[src/rtl/rv32i_types.sv]
// Shared RV32I pipeline types: controller state encoding and per-register
// load/flush/bubble control bundle with its canonical patterns.
package rv32i_types;

    localparam int unsigned PIPE_STATE_W = 2;

    typedef enum logic [PIPE_STATE_W-1:0] {
        RUN      = 2'd0,
        MEM_WAIT = 2'd1,
        MULDIV   = 2'd2,
        REDIRECT = 2'd3
    } pipe_state_t;

    typedef struct packed {
        logic load_pc;
        logic load_if_id;
        logic load_id_ex;
        logic load_ex_mem;
        logic load_mem_wb;
        logic flush_if_id;
        logic bubble_id_ex;
    } pipe_ctrl_t;

    // Whole pipeline frozen (memory miss, reset, waiting to redirect)
    localparam pipe_ctrl_t CTRL_HOLD     = '{1'b0, 1'b0, 1'b0, 1'b0, 1'b0, 1'b0, 1'b0};
    // Every stage advances
    localparam pipe_ctrl_t CTRL_ADVANCE  = '{1'b1, 1'b1, 1'b1, 1'b1, 1'b1, 1'b0, 1'b0};
    // Squash both younger stages while loading the branch target
    localparam pipe_ctrl_t CTRL_REDIRECT = '{1'b1, 1'b1, 1'b1, 1'b1, 1'b1, 1'b1, 1'b1};
    // Mul/div occupies EX; only MEM/WB keeps draining
    localparam pipe_ctrl_t CTRL_MULDIV   = '{1'b0, 1'b0, 1'b0, 1'b0, 1'b1, 1'b0, 1'b0};
    // Hold IF/ID, insert one bubble into EX
    localparam pipe_ctrl_t CTRL_LOADUSE  = '{1'b0, 1'b0, 1'b1, 1'b1, 1'b1, 1'b0, 1'b1};

endpackage

[src/rtl/hazard_detect.sv]
// Load-use comparator: flags an ID instruction that reads the register an
// in-flight load in EX has not yet produced. x0 never creates a hazard.
module hazard_detect
    import rv32i_types::*;
#(
    parameter int unsigned REG_ADDR_W = 5
) (
    input  logic [REG_ADDR_W-1:0] id_rs1,
    input  logic [REG_ADDR_W-1:0] id_rs2,
    input  logic                  id_use_rs1,
    input  logic                  id_use_rs2,
    input  logic                  ex_is_load,
    input  logic [REG_ADDR_W-1:0] ex_rd,
    output logic                  load_use_c
);

    logic rs1_hit;
    logic rs2_hit;

    assign rs1_hit    = id_use_rs1 && (id_rs1 == ex_rd);
    assign rs2_hit    = id_use_rs2 && (id_rs2 == ex_rd);
    assign load_use_c = ex_is_load && (ex_rd != '0) && (rs1_hit || rs2_hit);

endmodule

[src/rtl/pipeline_ctrl.sv]
// Hazard/sequencing controller for the 5-stage RV32I pipeline.
// Optional build macro PIPELINE_CTRL_PERF_EN adds saturating counters for
// memory-freeze cycles, redirect flushes and load-use bubbles.
module pipeline_ctrl
    import rv32i_types::*;
#(
    parameter int unsigned REG_ADDR_W = 5
`ifdef PIPELINE_CTRL_PERF_EN
    ,
    parameter int unsigned CNT_W = 32
`endif
) (
    input  logic                  clk,
    input  logic                  rst,
    input  logic                  imem_stall,
    input  logic                  dmem_stall,
    input  logic [REG_ADDR_W-1:0] id_rs1,
    input  logic [REG_ADDR_W-1:0] id_rs2,
    input  logic                  id_use_rs1,
    input  logic                  id_use_rs2,
    input  logic                  ex_is_load,
    input  logic [REG_ADDR_W-1:0] ex_rd,
    input  logic                  ex_mispredict,
    input  logic                  ex_muldiv_start,
    input  logic                  muldiv_done,
    output logic                  load_pc,
    output logic                  load_if_id,
    output logic                  load_id_ex,
    output logic                  load_ex_mem,
    output logic                  load_mem_wb,
    output logic                  flush_if_id,
    output logic                  bubble_id_ex,
    output logic                  pc_redirect,
    output logic [1:0]            stall_state
`ifdef PIPELINE_CTRL_PERF_EN
    ,
    output logic [CNT_W-1:0]      perf_mem_stall_cnt,
    output logic [CNT_W-1:0]      perf_flush_cnt,
    output logic [CNT_W-1:0]      perf_loaduse_cnt
`endif
);

    pipe_state_t state;
    pipe_state_t state_next;
    logic        redirect_pending;
    logic        pending_next;
    pipe_ctrl_t  ctrl;
    logic        load_use_c;
    logic        run_cycle;
    logic        freeze_applied;
    logic        redirect_applied;
    logic        loaduse_applied;

    hazard_detect #(
        .REG_ADDR_W (REG_ADDR_W)
    ) u_hazard_detect (
        .id_rs1     (id_rs1),
        .id_rs2     (id_rs2),
        .id_use_rs1 (id_use_rs1),
        .id_use_rs2 (id_use_rs2),
        .ex_is_load (ex_is_load),
        .ex_rd      (ex_rd),
        .load_use_c (load_use_c)
    );

    // Priority arbitration: freeze > redirect > mul/div > load-use > advance
    always_comb begin
        ctrl             = CTRL_HOLD;
        pc_redirect      = 1'b0;
        state_next       = state;
        pending_next     = redirect_pending;
        run_cycle        = 1'b0;
        freeze_applied   = 1'b0;
        redirect_applied = 1'b0;
        loaduse_applied  = 1'b0;

        if (!rst) begin
            if (imem_stall || dmem_stall) begin
                // Nothing moves; a mispredict seen now is replayed after the miss
                freeze_applied = 1'b1;
                if (ex_mispredict) begin
                    pending_next = 1'b1;
                end
                state_next = (state == MULDIV) ? MULDIV : MEM_WAIT;
            end else begin
                case (state)
                    REDIRECT: redirect_applied = 1'b1;
                    MULDIV: begin
                        if (muldiv_done) begin
                            ctrl       = CTRL_ADVANCE;
                            state_next = RUN;
                        end else begin
                            ctrl = CTRL_MULDIV;
                        end
                    end
                    MEM_WAIT: begin
                        if (redirect_pending) begin
                            state_next = REDIRECT;
                        end else begin
                            run_cycle = 1'b1;
                        end
                    end
                    default: run_cycle = 1'b1;
                endcase

                if (run_cycle) begin
                    state_next = RUN;
                    if (ex_mispredict) begin
                        redirect_applied = 1'b1;
                    end else if (ex_muldiv_start) begin
                        ctrl       = CTRL_MULDIV;
                        state_next = MULDIV;
                    end else if (load_use_c) begin
                        ctrl            = CTRL_LOADUSE;
                        loaduse_applied = 1'b1;
                    end else begin
                        ctrl = CTRL_ADVANCE;
                    end
                end

                if (redirect_applied) begin
                    ctrl         = CTRL_REDIRECT;
                    pc_redirect  = 1'b1;
                    pending_next = 1'b0;
                    state_next   = RUN;
                end
            end
        end
    end

    // State and pending-redirect registers
    always_ff @(posedge clk) begin
        if (rst) begin
            state            <= RUN;
            redirect_pending <= 1'b0;
        end else begin
            state            <= state_next;
            redirect_pending <= pending_next;
        end
    end

    assign load_pc      = ctrl.load_pc;
    assign load_if_id   = ctrl.load_if_id;
    assign load_id_ex   = ctrl.load_id_ex;
    assign load_ex_mem  = ctrl.load_ex_mem;
    assign load_mem_wb  = ctrl.load_mem_wb;
    assign flush_if_id  = ctrl.flush_if_id;
    assign bubble_id_ex = ctrl.bubble_id_ex;
    assign stall_state  = 2'(state);

`ifdef PIPELINE_CTRL_PERF_EN
    // Saturating event counters
    always_ff @(posedge clk) begin
        if (rst) begin
            perf_mem_stall_cnt <= '0;
            perf_flush_cnt     <= '0;
            perf_loaduse_cnt   <= '0;
        end else begin
            if (freeze_applied && (perf_mem_stall_cnt != '1)) begin
                perf_mem_stall_cnt <= perf_mem_stall_cnt + CNT_W'(1);
            end
            if (redirect_applied && (perf_flush_cnt != '1)) begin
                perf_flush_cnt <= perf_flush_cnt + CNT_W'(1);
            end
            if (loaduse_applied && (perf_loaduse_cnt != '1)) begin
                perf_loaduse_cnt <= perf_loaduse_cnt + CNT_W'(1);
            end
        end
    end
`endif

endmodule

[config.mk]
export PLATFORM = sky130hd
export DESIGN_NAME = pipeline_ctrl
export DESIGN_NICKNAME = d
export VERILOG_FILES = /design/src/rtl/rv32i_types.sv /design/src/rtl/hazard_detect.sv /design/src/rtl/pipeline_ctrl.sv
export SDC_FILE = /design/constraint.sdc
export NUM_CORES = 1
export LEC_CHECK = 0
export ABC_AREA = 1
export CAP_MARGIN = 20
export CORE_MARGIN = 5
export CORE_UTILIZATION = 35
export CTS_CLUSTER_DIAMETER = 80
export DETAILED_ROUTE_END_ITERATION = 10
export HOLD_SLACK_MARGIN = 0.15
export PLACE_DENSITY = 0.86
export SETUP_SLACK_MARGIN = 0.5
export SYNTH_ARGS = -nofsm -noshare
export SYNTH_HDL_FRONTEND = slang
export SYNTH_SLANG_ARGS = --single-unit
[constraint.sdc]
create_clock -name clk -period 2.15 [get_ports clk]
set_input_delay 0.5375 -clock clk [delete_from_list [all_inputs] [get_ports clk]]
set_output_delay 0.5375 -clock clk [all_outputs]
set_load 0.02 [all_outputs]
==> results.yml <==
clocking:
  hold_buffers: 0
  cts_max_level: 1
  cts_buffer_depth: 2
  cts-root-buf: "clkbuf_4"
  cts.sinks: 3
  cts_inserted_buffers: 3
  clk_pin_slew_ps: 40
  clkLatencyLatePin_ps: 240
  cts_tree: "done"
detailed_routing:
  dr_total_vias: 791
  wl_per_cell_microns: 13.8
  antenna_left: 0
  drc: 0
  firstDrtPassIters: 4
  viasPerCell: 4.91
  wl_microns: 2210
  drt_iter0_markers: 13
power:
  p_per_area_nw_per_um2: 350
  peakVddDrop_mv: 0.355
  power.leakage_nw: 0.591
placement:
  place_inst: 147
  dp_slack_ps: -661
  dp_hpwl_microns: 1360
  place_area_sq_um: 892
  portBuffers: 34
  gp_congestion: 0.804
logic_synthesis:
  synth.ff_latch_count: 3
  yosys-top-cells-area: "nand2_1 30%, inv_1 15%, dfxtp_1 13%, nor2_1 11%, nor2_2 5.4%"
  synthSimpleGateAreaFrac_pct: 57.2
  yosysWarnings: 0
  synth_top_cell_by_area: "nand2_1"
  synth_compound_area_share_pct: 9.49
  synth-xor-area-share_pct: 0
  synthesis.nets: 119
  yosys.area.top_type_share_pct: 30.1
  ys_seq_area_share_pct: 13.0
  synth_area_sq_um: 462
  synth_mux_area_share_pct: 0
  synth_top_family_by_area: "simple AND/OR/NAND/NOR gates"
  synthCells: 94
  synth.avg_cell_area_sq_um: 4.91
  synth-adder-area-share_pct: 0
  ys_types: 16
worst_hold_path:
  hp-start: "redirect_pending"
  hp-class: "flip-flop to flip-flop"
timing:
  period_minus_slack_ps: 2020
  final_hold_viol_count: 0
  worst_hold_slack_ps: 514
  setup_viol: 0
  rsz0062_at_grt: "yes"
  max_clock_freq_mhz: 496
  setup_ws_ps: 134
  timing.final.crit_share_pct: 93.8
  fin_skew_ps: 3.69
  slew_headroom_pct: 85.9
  setup_tns_ps: 0
  worst_pin_slew_ps: 211
  slew_violations: 0
critical_path:
  crit_path_end_kind: "output port"
  cp.arrival_ps: 1480
  reg2reg_from: "stall_state[1]"
  ff2ff_setup_slack_ps: 790
  cp-start-kind: "primary input"
  cp.required_ps: 1610
  critical_path_class: "primary input to output port"
  crit_path_max_fanout: 4
  startpoint: "ex_rd[3]"
global_routing:
  grt_first_pass_wirelength_microns: 2900
  grt_pass1_vias: 689
  grtUsageTotal_pct: 18.9
  antenna_found_initial: 0
  grt-ovfl-total: 0
  grt_max_degree: 5
run_status:
  outcome: "completed"
final_layout:
  final_nets: 172
  syn_to_final_growth_pct: 125
  fin_area_sq_um: 1040
  fillCellCount: 88
  antennaDiodeCount: 0
  final_cells: 161
  drive_gt1_share_pct: 59.6
floorplanning:
  design.core.area_sq_um: 1270
  design.die.area_sq_um: 2150
  die_x_microns: 46.3
  rows: 13
  io_pins: 35
  start_util_pct: 36.4
  die_y_microns: 46.3
run:
  cap_violations: 0
-- area by class of cell --
| cell class | count | area, sq um | area share [%] |
|---|---|---|---|
| Multi-Input combinational cell | 69 | 430 | 41.4 |
| Timing Repair Buffer | 51 | 424 | 40.8 |
| Inverter | 19 | 73.8 | 7.10 |
| Sequential cell | 3 | 66.3 | 6.38 |
| Clock buffer | 4 | 26.3 | 2.53 |
| Tap cell | 15 | 18.8 | 1.81 |
-- worst max-delay path, cell delays in order --
cell and delay, ps:
buf_2 100, inv_2 60, nand2_1 70, nand2_1 50
nor2_1 120, nand3_1 130, nand2_2 110, nand3_2 70
nand2_1 70, inv_2 40, buf_6 120
-- sequential cells by signal, indices dropped and copies added (netlist names) --
register and count:
stall_state 2, redirect_pending 1
-- through the flow --
stage	util (%)	power [W]
after global routing	82.0	0.000384
after floorplan	-	0.000137
after CTS	72.3	0.000328
after global placement	70.3	0.000220
final	82.0	0.000364
after detailed placement	70.3	0.000224
-- cell families (layout without fill, tap and decap cells) --
kind of cell | after synthesis | after routing
buffers and inverters | 22 | 74
AO/OA/AOI/OAI | 7 | 7
flip-flops | 3 | 3
AND/OR/NAND/NOR | 62 | 62
-- power breakdown --
group          leakage (nW)  internal [W]   total, W  switching, W
Clock                0.0150     0.0000698   0.000103     0.0000335
Sequential           0.0261     0.0000606  0.0000659    0.00000537
Combinational         0.550     0.0000960   0.000195     0.0000992
-- synth_stat cells --
master	count
o21ai_1	1
a21oi_1	2
buf_4	3
or2_4	1
nor2_2	4
inv_1	19
o21ai_2	1
nor4_1	1
dfxtp_1	3
nand3_1	4
nand2_1	37
nand4_1	1
nor3_2	1
nor2_1	13
o21ai_0	2
o211a_1	1
-- cells in the final DEF (no fill, tap or decap), drive strengths merged --
| cell type | n |
|---|---|
| nor3 | 1 |
| a21oi | 2 |
| nor2 | 17 |
| clkbuf | 4 |
| nand3 | 4 |
| inv | 19 |
| clkdlybuf4s15 | 3 |
| o211a | 1 |
| buf | 43 |
| nand2 | 37 |
| nor4 | 1 |
| dlygate4sd2 | 5 |
| dfxtp | 3 |
| o21ai | 4 |
| or2 | 1 |
| nand4 | 1 |
-- final timing paths --
kind	endpoint	cells after the start
worst max-delay path	load_if_id	11
worst min-delay path	redirect_pending	2
worst min register to register	redirect_pending	2
worst max register to register	redirect_pending	9
-- metal layers --
layer / wire length [microns] / vias to the layer above / global-route usage, %
li1: - / 382 / -
met1: 886 / 367 / 23.7
met2: 1150 / 35 / 31.6
met3: 132 / 7 / 3.52
met4: 44 / 0 / 6.82
met5: 0 / - / 0
-- repair_timing --
item / in CTS / in global routing
gates resized for setup: 145 / 27
pin swaps: 35 / 20
endpoints found under the setup margin: 10 / 9
setup buffers: 7 / 3
No activity file was read; power rests on OpenSTA's default activity.
